### config.mk
export PLATFORM = sky130hd
export DESIGN_NAME = pwm_up
export DESIGN_NICKNAME = d
export VERILOG_FILES = /design/src/rtl/pwm_up_pkg.sv /design/src/rtl/man_tx.sv /design/src/rtl/pwm_up.sv
export SDC_FILE = /design/constraint.sdc
export NUM_CORES = 1
export LEC_CHECK = 0
export ABC_AREA = 0
export BUFFER_PORTS_ARGS = -buffer_cell sky130_fd_sc_hd__buf_2
export CAP_MARGIN = 20
export CORE_MARGIN = 2
export CORE_UTILIZATION = 58
export DETAILED_ROUTE_END_ITERATION = 10
export PLACE_DENSITY = 0.76
export SKIP_CTS_REPAIR_TIMING = 1
export SYNTH_ARGS = -nofsm -noshare
export SYNTH_HDL_FRONTEND = slang
export SYNTH_SLANG_ARGS = --single-unit
### constraint.sdc
create_clock -name clk -period 6.8 [get_ports clk]
set_input_delay 1.36 -clock clk [delete_from_list [all_inputs] [get_ports clk]]
set_output_delay 1.36 -clock clk [all_outputs]
set_load 0.005 [all_outputs]
### src/rtl/pwm_up_pkg.sv
// Shared definitions for the uplink status-frame transmitter: frame layout,
// frame type code and the serialiser FSM encoding.
package pwm_up_pkg;

  localparam int unsigned FRAME_W = 24;
  localparam int unsigned FLAG_W  = 5;
  localparam int unsigned STATE_W = 8;
  localparam int unsigned SEQ_W   = 7;

  localparam int unsigned TYPE_LSB  = 20;
  localparam int unsigned FLAG_LSB  = 15;
  localparam int unsigned STATE_LSB = 7;
  localparam int unsigned SEQ_LSB   = 0;

  localparam logic [3:0] FRAME_TYPE = 4'hA;

  typedef enum logic [2:0] {
    ST_IDLE = 3'd0,
    ST_SYNC = 3'd1,
    ST_DATA = 3'd2,
    ST_PAR  = 3'd3,
    ST_GAP  = 3'd4
  } tx_state_e;

  // Field order matches the bit positions above, MSB first.
  typedef struct packed {
    logic [3:0]         ftype;
    logic [FLAG_W-1:0]  flags;
    logic [STATE_W-1:0] unit_state;
    logic [SEQ_W-1:0]   seq;
  } frame_t;

  // Odd parity: F plus P always carries an odd number of ones.
  function automatic logic odd_parity(input frame_t f);
    return ~^f;
  endfunction

endpackage

### src/rtl/man_tx.sv
// Manchester serialiser: SYNC marker, 24 data bits MSB first, parity bit,
// then an idle gap. Line level and status flags leave from registers.
module man_tx
  import pwm_up_pkg::*;
#(
  parameter int unsigned DIV      = 4,
  parameter int unsigned GAP_BITS = 4,
  parameter int unsigned TX_INV   = 1
) (
  input  logic             clk,
  input  logic             rstn,
  input  logic             load_i,
  input  logic [FRAME_W:0] word_i,
  output logic             txd_o,
  output logic             busy_o,
  output logic             frame_done_o
);

  localparam int unsigned HALF     = DIV / 2;
  localparam int unsigned SYNC_LEN = 3 * DIV;
  localparam int unsigned GAP_LEN  = GAP_BITS * DIV;
  localparam int unsigned CNT_MAX  = (SYNC_LEN > GAP_LEN) ? SYNC_LEN : GAP_LEN;
  localparam int unsigned CNT_W    = $clog2(CNT_MAX);
  localparam int unsigned BIT_W    = $clog2(FRAME_W);
  localparam int unsigned SH_W     = FRAME_W + 1;

  tx_state_e        state_q, state_d;
  logic [CNT_W-1:0] cnt_q, cnt_d;
  logic [BIT_W-1:0] bit_q, bit_d;
  logic [SH_W-1:0]  sh_q, sh_d;
  logic             enc_d, busy_d, done_d;
  logic             txd_q, busy_q, done_q;

  always_ff @(posedge clk or negedge rstn) begin
    if (!rstn) state_q <= ST_IDLE;
    else       state_q <= state_d;
  end

  // Phase sequencing; the shift register presents the current bit at its MSB.
  always_comb begin
    state_d = state_q;
    cnt_d   = cnt_q + CNT_W'(1);
    bit_d   = bit_q;
    sh_d    = sh_q;
    case (state_q)
      ST_IDLE: begin
        cnt_d = '0;
        if (load_i) begin
          state_d = ST_SYNC;
          bit_d   = '0;
          sh_d    = word_i;
        end
      end
      ST_SYNC: begin
        if (cnt_q == CNT_W'(SYNC_LEN - 1)) begin
          state_d = ST_DATA;
          cnt_d   = '0;
        end
      end
      ST_DATA: begin
        if (cnt_q == CNT_W'(DIV - 1)) begin
          cnt_d = '0;
          sh_d  = {sh_q[SH_W-2:0], 1'b0};
          if (bit_q == BIT_W'(FRAME_W - 1)) begin
            state_d = ST_PAR;
            bit_d   = '0;
          end else begin
            bit_d = bit_q + BIT_W'(1);
          end
        end
      end
      ST_PAR: begin
        if (cnt_q == CNT_W'(DIV - 1)) begin
          state_d = ST_GAP;
          cnt_d   = '0;
        end
      end
      ST_GAP: begin
        if (cnt_q == CNT_W'(GAP_LEN - 1)) begin
          state_d = ST_IDLE;
          cnt_d   = '0;
        end
      end
      default: begin
        state_d = ST_IDLE;
        cnt_d   = '0;
      end
    endcase
  end

  // Levels are computed for the upcoming cycle so the registers show them on time.
  always_comb begin
    enc_d  = 1'b0;
    busy_d = (state_d != ST_IDLE);
    done_d = 1'b0;
    case (state_d)
      ST_SYNC:         enc_d = (cnt_d < CNT_W'(SYNC_LEN / 2));
      ST_DATA, ST_PAR: enc_d = (cnt_d < CNT_W'(HALF)) ? sh_d[SH_W-1] : ~sh_d[SH_W-1];
      ST_GAP:          done_d = (cnt_d == CNT_W'(GAP_LEN - 1));
      default:         enc_d = 1'b0;
    endcase
  end

  always_ff @(posedge clk or negedge rstn) begin
    if (!rstn) begin
      cnt_q  <= '0;
      bit_q  <= '0;
      sh_q   <= '0;
      txd_q  <= 1'(TX_INV);
      busy_q <= 1'b0;
      done_q <= 1'b0;
    end else begin
      cnt_q  <= cnt_d;
      bit_q  <= bit_d;
      sh_q   <= sh_d;
      txd_q  <= (TX_INV != 0) ? ~enc_d : enc_d;
      busy_q <= busy_d;
      done_q <= done_d;
    end
  end

  assign txd_o        = txd_q;
  assign busy_o       = busy_q;
  assign frame_done_o = done_q;

endmodule

### src/rtl/pwm_up.sv
// Uplink status transmitter: sticky fault capture, periodic and fault-driven
// frame triggering, sequence numbering; serialisation is done by man_tx.
module pwm_up
  import pwm_up_pkg::*;
#(
  parameter int unsigned DIV        = 4,
  parameter int unsigned PERIOD_CLK = 8000,
  parameter int unsigned GAP_BITS   = 4,
  parameter int unsigned TX_INV     = 1
) (
  input  logic               clk,
  input  logic               rstn,
  input  logic               en,
  input  logic               fault,
  input  logic               fault1,
  input  logic               fault2,
  input  logic               fault3,
  input  logic               fault4,
  input  logic [STATE_W-1:0] state_in,
  output logic               txd,
  output logic               busy,
  output logic               frame_done,
  output logic [SEQ_W-1:0]   seq
);

  localparam int unsigned PER_W = $clog2(PERIOD_CLK);

  logic [FLAG_W-1:0] flt_in, sticky_q, sticky_d, prev_q, rise_q;
  logic [PER_W-1:0]  per_q, per_d;
  logic [SEQ_W-1:0]  seq_q, seq_d;
  logic              pend_q, pend_d;
  logic              tick, trig, load, tx_busy;
  frame_t            frame;
  logic [FRAME_W:0]  word;

  assign flt_in = {fault, fault1, fault2, fault3, fault4};
  assign tick   = en && (per_q == PER_W'(PERIOD_CLK - 1));
  assign trig   = tick || (|rise_q);
  assign load   = !tx_busy && en && (pend_q || trig);

  // On the load edge the sticky flags go into the frame and restart from the live inputs.
  always_comb begin
    per_d            = '0;
    if (en && !tick) per_d = per_q + PER_W'(1);
    seq_d            = load ? (seq_q + SEQ_W'(1)) : seq_q;
    pend_d           = (pend_q || trig) && !load;
    sticky_d         = load ? flt_in : (sticky_q | flt_in);
    frame.ftype      = FRAME_TYPE;
    frame.flags      = sticky_q;
    frame.unit_state = state_in;
    frame.seq        = seq_q + SEQ_W'(1);
  end

  assign word = {frame, odd_parity(frame)};

  always_ff @(posedge clk or negedge rstn) begin
    if (!rstn) begin
      per_q    <= '0;
      seq_q    <= '0;
      pend_q   <= 1'b0;
      sticky_q <= '0;
      prev_q   <= '0;
      rise_q   <= '0;
    end else begin
      per_q    <= per_d;
      seq_q    <= seq_d;
      pend_q   <= pend_d;
      sticky_q <= sticky_d;
      prev_q   <= flt_in;
      rise_q   <= flt_in & ~prev_q;
    end
  end

  man_tx #(
    .DIV      (DIV),
    .GAP_BITS (GAP_BITS),
    .TX_INV   (TX_INV)
  ) u_man_tx (
    .clk          (clk),
    .rstn         (rstn),
    .load_i       (load),
    .word_i       (word),
    .txd_o        (txd),
    .busy_o       (tx_busy),
    .frame_done_o (frame_done)
  );

  assign busy = tx_busy;
  assign seq  = seq_q;

endmodule
======== Word-level counts from Yosys, hierarchy flattened ========
Index checks and enable logic that the tools add are counted.
word-level totals
  register bits ........................... 76
  output and inout port bits .............. 10
  word-level logic and storage cells ...... 82
cells by class
  add/subtract/negate cells ............... 4
  magnitude comparators ................... 2
  equal/unequal tests ..................... 16
  multiplexer cells ....................... 23
  bitwise logic cells ..................... 5
  reduce and logical (&&, ||, !) cells .... 18
operator list
  kind                                           count
  two-way mux 25 bit                             2
  one-hot mux 25 bit (2 select lines)            1
  XNOR reduction 24 bit                          1
  two-way mux 5 bit                              4
  two-way mux 3 bit                              6
  one-hot mux 3 bit (5 select lines)             1
  adder 13 x 1 -> 13 bit, second input constant  1
  == test 13 bit, second input constant          1
  two-way mux 13 bit                             1
  == test 3 x 2 -> 1 bit, second input constant  4
  == test 4 bit, second input constant           3
  two-way mux 4 bit                              3
  one-hot mux 4 bit (3 select lines)             1
  one-hot mux 5 bit (2 select lines)             1
  adder 7 x 1 -> 7 bit, second input constant    1
  == test 3 x 1 -> 1 bit, second input constant  2
  == test 3 bit, second input constant           2
  adder 5 x 1 -> 5 bit, second input constant    1
  bitwise AND 5 bit                              1
  == test 5 bit, second input constant           1
  logical AND 1 bit                              5
  inverter 5 bit                                 1
  bitwise OR 5 bit                               1
  OR reduction 5 bit                             1
  16 further kinds                               22

======== Longest topological paths before layout ========
Gate-level depths: netlist of run 1.
  depth after elaboration ................. 11
  depth in mapped cells ................... 8

======== Hierarchy ========
Synthesis of run 1 repeated with hierarchy kept, for this count alone.
second synthesis, totals
  cells, all modules ...................... 361
  area total of the unflattened synthesis .. 3712.3 µm²
by module, submodules not included
  module  times used  cells each  area an instance (µm²)  sequential area each (µm²)
  man_tx  1           205         1949.4                  1002.2
  pwm_up  1           156         1762.9                  900.9

======== Worst setup path before layout of run 1 ========
No wires, ideal clock.
  path kind ............................... in2reg
  from .................................... input port en
  to ...................................... register u_man_tx.bit_q[3]
  arrival ................................. 2856 ps
  data required time ...................... 6708 ps
  setup slack ............................. 3852 ps
  stages on the path ...................... 6
  buffers on the path ..................... 0
  path through ............................ nand3_1 -> or4_4 -> a211oi_4 -> nor2_2 -> or3_1 -> o31ai_2
on the way
  word-level cells in the longest chain between the ends .. 6
  elaborated cells between the ends (all ways) .. 7
  classes of those cells .................. eq/ne: 1; reduce/logical: 6
RTL lines
  element                            RTL line       text
  start: declaration                 pwm_up.sv:13   input logic en,
  logical AND 1 bit                  pwm_up.sv:37   assign tick = en && (per_q == PER_W'(PERIOD_CLK - 1));
  logical OR 1 bit                   pwm_up.sv:38   assign trig = tick || (|rise_q);
  logical OR 1 bit                   pwm_up.sv:39   assign load = !tx_busy && en && (pend_q || trig);
  logical AND 1 bit *                pwm_up.sv:39
  inequality test 2 bit (no line) *  -
  AND reduction 3 bit (no line) *    -
  end signal: assignment             man_tx.sv:114  bit_q <= bit_d;
  end: declaration                   man_tx.sv:29   logic [BIT_W-1:0] bit_q, bit_d;
Mark *: on every way between the ends. The rest lies on a longest branch, timed or not.
A chain may end at the register's enable or synchronous reset.

======== Worst setup path after layout of run 1 ========
Same ends and word-level chain as after synthesis.

==> results by group, run 1 <==
Detailed routing
  • Drt total wl: between 6 and 7 mm
  • Initial detailed-routing violation count: 185
  • Drt first pass iters: 4
  • Vias: 2558
  • Avg WL per Cell: 15.3 µm
  • Routed vias/inst: 5.71
  • Antenna-violating nets left: 0
  • # DRC: 0

Setup path
  • Critical path arrival: around 3600 ps
  • Crit Reg-Reg Startpoint: per_q[6]$_DFF_PN0_
  • Worst r2r dst: u_man_tx.bit_q[3]$_DFFE_PN0P_
  • Critical path, cell by cell: buf_2 -> nand3_1 -> or4_4 -> a211oi_4 -> nor2_2 -> or3_1 -> o31ai_2
  • CP endpoint kind: flip-flop
  • Worst Path Required: 7060 ps
  • Reg2Reg Setup Slack: 3690 ps
  • Critical path depth in cells: 7
  • Max stage delay on crit path: approximately 640 ps
  • CP max FO: 27
  • Critical path class: primary input to flip-flop
  • Slowest CP cell: a211oi_4
  • CP startpoint: en
  • R2R cell count: 6
  • CP delay by family, top: simple AND/OR/NAND/NOR gates
  • End point of the critical path: u_man_tx.bit_q[3]$_DFFE_PN0P_
  • Crit path launch type: primary input
  • CP bufs+invs: 1

Logic synthesis
  • Most frequent cells after synthesis: dfrtp_1, nand2_1, xnor2_1
  • Mapped Area: ~3600 µm²
  • YS warnings: 0
  • Yosys reg bits: 76
  • Most frequent cell after synthesis: dfrtp_1
  • Syn nets: between 300 and 400
  • Synth Flop Type: dfrtp_1
  • Unique masters post-synth: 50
  • Number of synthesized flops with an enable pin: 0
  • Largest cells by area after synthesis: dfrtp_1, xnor2_1, nand2_1, a22oi_1, xor2_1
  • Asr flop ratio synth: 1.00
  • Average footprint of a synthesized cell: 10.3 µm²
  • Synth top area share: 0.524
  • Yosys top cell by area: dfrtp_1
  • Gate Count Post-Synth: 348
  • Sequential area share after synthesis: 0.531

STA
  • TNS Setup: 0 ps
  • Fmax: about 300 MHz
  • Slew @ Worst Pin: 970 ps
  • Final setup viols: 0
  • Slew Viols, Final: 0
  • Final Skew: 8.44 ps
  • Slew HR: 0.353
  • Minimum clock period: approximately 3400 ps
  • Unrepaired setup endpoints after global routing: no
  • Tcrit/Tclk final: 0.497
  • Final hold vios: 0

Floorplanning
  • Initial Utilization: 0.601
  • IO Pins: 26
  • Core box area: 5960 µm²
  • Die height: 82.6 µm
  • Die Footprint: just under 7000 µm²
  • DIE WIDTH: 82.6 µm
  • Row cnt: 28

Clocking
  • CTS Buf Count: 9
  • Clock Latency Late Sink: ~340 ps
  • CTS tree: yes
  • Clk root buf: clkbuf_8
  • Clk slew on worst S/H paths: 80 ps
  • CTS Buffer Depth: 2
  • H-tree depth: 3
  • CTS sink cnt: 76

Finish
  • Nets: 388
  • Layout cells sized above 1: 0.134
  • Fill count: ~500
  • Synth-to-Final Area Change: 10.1%
  • Ant. Diodes: 0

Power and ir drop
  • Total power divided by cell area: 392 nW/µm²
  • Comb pwr share: 0.332
  • Internal: between 0.001 and 0.0015 W
  • VDD IR-drop max: just over 0.4 mV
  • Switching portion of total power: 0.346
  • Sequential share of power: 0.453
  • Overall power: 0.00155 W
  • Pleak: 1.74 nW
  • Switch Pwr: roughly 0.00053 W
  • Clk network pwr share: 0.215

Worst hold path
  • Hold Path Class: flip-flop to flip-flop
  • Worst Hold Path Cells: 1
  • Hold path start: prev_q[1]$_DFF_PN0_

Global route
  • GR Util All Layers: 0.227
  • Pin count of the biggest net entering global routing: 77
  • First-pass GRT wire length: 11.6 mm
  • Initial antenna violation count: 0
  • Grt ovf: 0
  • Vias in the first global route: 2512

Run status
  • Status: complete, no violations

Placed design
  • GPL Wtd Cong: 0.742
  • # port buffers: 25
  • DP HPWL: ~4.7 mm

Job
  • # Max-Cap Violations: 0
## cell families (layout without fill, tap and decap cells)
group,Yosys count,count (layout),share of synthesized area
AOI/OAI and AO/OA,60,60,0.122
xor gates and xnor gates,42,42,0.107
adders and majority gates,4,4,0.0140
buffers and inverters,19,44,0.0199
DFF,76,76,0.531
muxes,2,2,0.00559
and+or+nand+nor,145,145,0.201
## final cells by class
class                      instances  area [µm²]  area share
sequential                        76        1900       0.483
multi-input combinational        253        1610       0.409
timing repair buffer              26         135      0.0343
tap                               75        93.8      0.0238
inverter                           2        7.51     0.00190
clock inverter                     7        67.6      0.0171
clock buffer                       9         124      0.0314
## worst min path at each step
stage                                      to
after global placement    rise_q[4]$_DFF_PN0_
after CTS                 rise_q[2]$_DFF_PN0_
after global routing      rise_q[2]$_DFF_PN0_
final                     rise_q[1]$_DFF_PN0_
after floorplan           rise_q[0]$_DFF_PN0_
after detailed placement  rise_q[2]$_DFF_PN0_
## placed cells by master (no fill, tap or decap), types with 2 or more instances in the layout
| master | count |
|---|---|
| a21o_1 | 6 |
| a21oi_1 | 5 |
| a221o_1 | 6 |
| a22oi_1 | 15 |
| and2_1 | 5 |
| and3_1 | 6 |
| buf_2 | 24 |
| buf_4 | 2 |
| clkbuf_8 | 9 |
| clkinv_2 | 3 |
| clkinvlp_4 | 3 |
| dfrtp_1 | 75 |
| ha_1 | 4 |
| inv_1 | 2 |
| mux2i_1 | 2 |
| nand2_1 | 54 |
| nand2b_1 | 6 |
| nand3_1 | 12 |
| nand4_1 | 8 |
| nor2_1 | 27 |
| nor2b_1 | 8 |
| nor3b_1 | 3 |
| nor4bb_1 | 2 |
| o21ai_0 | 6 |
| o21ai_1 | 9 |
| or2_1 | 2 |
| or3_1 | 2 |
| xnor2_1 | 29 |
| xor2_1 | 12 |
## metrics by stage
| stage | std cells | util | setup slack (ps) | instance area [µm²] | hold slack [ps] |
|---|---|---|---|---|---|
| after global placement | 432 | 0.630 | 3130 | 3750 | 379 |
| final | 448 | 0.662 | 3420 | 3940 | 392 |
| after CTS | 448 | 0.662 | 3440 | 3940 | 393 |
| after detailed placement | 432 | 0.630 | 3100 | 3750 | 382 |
| after global routing | 448 | 0.662 | 3230 | 3940 | 416 |
| after floorplan | 348 | - | 3850 | 3580 | 378 |
## flip-flops by register name, summed over array words and instances, names as in the netlist
name	count
pend_q	1
per_q	13
prev_q	5
rise_q	5
seq	7
sticky_q	5
u_man_tx.bit_q	5
u_man_tx.busy_o	1
u_man_tx.cnt_q	4
u_man_tx.frame_done_o	1
u_man_tx.sh_q	25
u_man_tx.state_q	3
u_man_tx.txd_o	1
## power by group through the flow
| stage | clock, W | combinational, W | sequential (W) |
|---|---|---|---|
| floorplan | 0 | 0.000441 | 0.000656 |
| finish | 0.000332 | 0.000513 | 0.000701 |
| detailed placement | 0 | 0.000515 | 0.000703 |
| CTS | 0.000337 | 0.000517 | 0.000699 |
| global route | 0.000362 | 0.000577 | 0.000721 |
| global placement | 0 | 0.000498 | 0.000700 |
## metal layers
layer / routed length, µm / GRT usage / vias up / part of all wire
met5: 0 / 0 / - / 0
met4: 99 / 0.0934 / 0 / 0.014
met3: 238 / 0.0370 / 11 / 0.035
met2: 3320 / 0.372 / 47 / 0.48
met1: 3200 / 0.302 / 1259 / 0.47
li1: - / - / 1241 / -
No activity file was read; power rests on OpenSTA's default activity.
==> run 2: changes to the inputs <==
--- a/config.mk
+++ b/config.mk
@@ -9,9 +9,9 @@
 export BUFFER_PORTS_ARGS = -buffer_cell sky130_fd_sc_hd__buf_2
 export CAP_MARGIN = 20
 export CORE_MARGIN = 2
-export CORE_UTILIZATION = 58
+export CORE_UTILIZATION = 54
 export DETAILED_ROUTE_END_ITERATION = 10
-export PLACE_DENSITY = 0.76
+export PLACE_DENSITY = 0.74
 export SKIP_CTS_REPAIR_TIMING = 1
 export SYNTH_ARGS = -nofsm -noshare
 export SYNTH_HDL_FRONTEND = slang
==> constraint.sdc (replaced) <==
create_clock -name clk -period 2.8 [get_ports clk]
set_input_delay 0.56 -clock clk [delete_from_list [all_inputs] [get_ports clk]]
set_output_delay 0.56 -clock clk [all_outputs]
set_load 0.005 [all_outputs]
==> run 2 against run 1 <==
First-iteration DRC count down 22%. Cell area increased by 1.6%. Register-to-register slack worse by 3400 ps. Utilization is 3.5 points lower. Sequential power is 140% higher.
==> results by group, run 2 (same netlist as run 1, synthesis figures left out) <==
Run status
  • Status: complete, no violations (unchanged)

Setup path
  • Worst Path Required: 3040 ps (was 7060 ps)
  • Critical path arrival: 2760 ps (was 3640 ps)
  • CP endpoint kind: flip-flop (unchanged)
  • Slowest CP cell: or4_4 (was a211oi_4)
  • Crit path launch type: flip-flop (was primary input)
  • CP max FO: 15 (was 27)
  • Max stage delay on crit path: 570 ps (was 640 ps)
  • Critical path class: flip-flop to flip-flop (was primary input to flip-flop)
  • Critical path, cell by cell: or3b_1 -> or4_4 -> a211oi_4 -> nor2_2 -> buf_4 -> a221o_1 (was buf_2 -> nand3_1 -> or4_4 -> a211oi_4 -> nor2_2 -> or3_1 -> o31ai_2)

STA
  • Fmax: 397 MHz
  • Slew @ Worst Pin: 931 ps (was 970 ps)
  • Minimum clock period: 2520 ps
  • Slew Viols, Final: 0 (unchanged)
  • Tcrit/Tclk final: 0.900
  • Final hold vios: 0 (unchanged)
  • Final setup viols: 0 (unchanged)
  • Final Skew: 6.90 ps (was 8.44 ps)
  • TNS Setup: 0 ps (unchanged)
  • Unrepaired setup endpoints after global routing: no (unchanged)
  • Slew HR: 0.379 (was 0.353)

Detailed routing
  • Initial detailed-routing violation count: 145 (was 185)
  • Avg WL per Cell: 14.8 µm (was 15.3 µm)
  • Drt first pass iters: 4 (unchanged)
  • Vias: 2550 (was 2558)
  • Drt total wl: 6.75 mm (was 6.86 mm)
  • Antenna-violating nets left: 0 (unchanged)
  • # DRC: 0 (unchanged)
  • Routed vias/inst: 5.60 (was 5.71)

Finish
  • Layout cells sized above 1: 0.148 (was 0.134)
  • Final Util: 0.627 (was 0.662)
  • Commonest cells after routing, fill and taps aside: dfrtp_1, nand2_1, xnor2_1, nor2_1, buf_2 (unchanged)
  • Nets: 393 (was 388)
  • Max reg flops: 25 (unchanged)
  • Fill count: 537 (was 503)
  • Ant. Diodes: 0 (unchanged)
  • Synth-to-Final Area Change: 11.8% (was 10.1%)
  • Area of the multi-input gates: 1620 µm² (was 1610 µm²)
  • Non-filler cells in the finished layout: 455 (was 448)
  • Most flops, register: u_man_tx.sh_q (unchanged)
  • Commonest non-fill, non-tap cell in the layout: dfrtp_1 (unchanged)
  • Reg area: 1900 µm² (unchanged)

Placed design
  • DP HPWL: 4.65 mm (was 4.66 mm)
  • Placed Cells: 439 (was 432)
  • GPL Wtd Cong: 0.822 (was 0.742)
  • # port buffers: 25 (unchanged)

Floorplanning
  • Die Footprint: 7300 µm² (was 6820 µm²)
  • Core box area: 6390 µm² (was 5960 µm²)
  • Row cnt: 29 (was 28)
  • Die height: 85.4 µm (was 82.6 µm)
  • IO Pins: 26 (unchanged)
  • Initial Utilization: 0.561 (was 0.601)
  • DIE WIDTH: 85.4 µm (was 82.6 µm)

Global route
  • First-pass GRT wire length: 11.6 mm (about the same)
  • GR Util All Layers: 0.206 (was 0.227)
  • Vias in the first global route: 2531 (was 2512)
  • Pin count of the biggest net entering global routing: 77 (unchanged)
  • Initial antenna violation count: 0 (unchanged)
  • Grt ovf: 0 (unchanged)

Clocking
  • CTS tree: yes (unchanged)
  • Clk slew on worst S/H paths: 80 ps (about the same)
  • H-tree depth: 3 (unchanged)
  • CTS Buf Count: 9 (unchanged)
  • Clk root buf: clkbuf_8 (unchanged)
  • CTS sink cnt: 76 (unchanged)
  • CTS Buffer Depth: 2 (unchanged)
  • Clock Latency Late Sink: 350 ps (was 340 ps)

Worst hold path
  • Hold Path Class: primary input to flip-flop (was flip-flop to flip-flop)

Power and ir drop
  • Total power divided by cell area: 955 nW/µm² (was 392 nW/µm²)
  • Pleak: 1.78 nW (was 1.74 nW)
  • VDD IR-drop max: 0.811 mV (was 0.402 mV)

Job
  • # Max-Cap Violations: 0 (unchanged)
## run 2: cell types whose count changed in the layout (fill, tap and decap cells not counted)
cell and change:
buf_4 +5, clkinv_2 -3, clkinv_4 +3, clkinvlp_4 -3
inv_6 +3, o311ai_1 -1, o311ai_2 +1
## run 2: critical path: cells and delay by family (launching register included)
family	cells	cell delay [ps]
compound gates	2	580
flops	1	440
simple gates	3	1160
buf+inv	1	230
## run 2: stage by stage
step	hold slack, ps	instance area, µm²	worst slack (ps)	power [W]
CTS	318	4000	228	0.00385
finish	334	4010	279	0.00383
global placement	383	3790	355	0.00293
floorplan	264	3580	366	0.00266
detailed placement	385	3790	250	0.00298
global route	314	4010	132	0.00409
## run 2: final timing paths
| check | startpoint | end | slack, ps | cells after the start |
|---|---|---|---|---|
| setup reg to reg | per_q[6]$_DFF_PN0_ | u_man_tx.sh_q[3]$_DFFE_PN0P_ | 280 | 6 |
| setup / recovery | per_q[6]$_DFF_PN0_ | u_man_tx.sh_q[3]$_DFFE_PN0P_ | 280 | 6 |
| min in group asynchronous | rstn | u_man_tx.cnt_q[2]$_DFF_PN0_ | 340 | 1 |
| hold / removal | fault | prev_q[4]$_DFF_PN0_ | 330 | 1 |
| max in group asynchronous | rstn | sticky_q[0]$_DFF_PN0_ | 1860 | 1 |
| hold reg to reg | prev_q[3]$_DFF_PN0_ | rise_q[3]$_DFF_PN0_ | 390 | 1 |
## run 2: routing by layer
metal / share of wire / global-route usage
met3: 0.039 / 0.0564
met1: 0.47 / 0.276
met4: 0.013 / 0.0736
met5: 0 / 0
met2: 0.48 / 0.324
## run 2: final cells by class
class                      count  area share
clock buffer                   9      0.0309
clock inverter                 7      0.0206
inverter                       2     0.00187
multi-input combinational    253       0.404
sequential                    76       0.475
tap                           77      0.0240
timing repair buffer          31      0.0431
## run 2: power breakdown
group / switching [W] / leakage [nW] / internal (W) / total [W]
Sequential: 0.000283 / 0.960 / 0.00141 / 0.00169
Clock: 0.000430 / 0.105 / 0.000425 / 0.000855
Combinational: 0.000616 / 0.717 / 0.000663 / 0.00128
Total: 0.00133 / 1.78 / 0.00250 / 0.00383
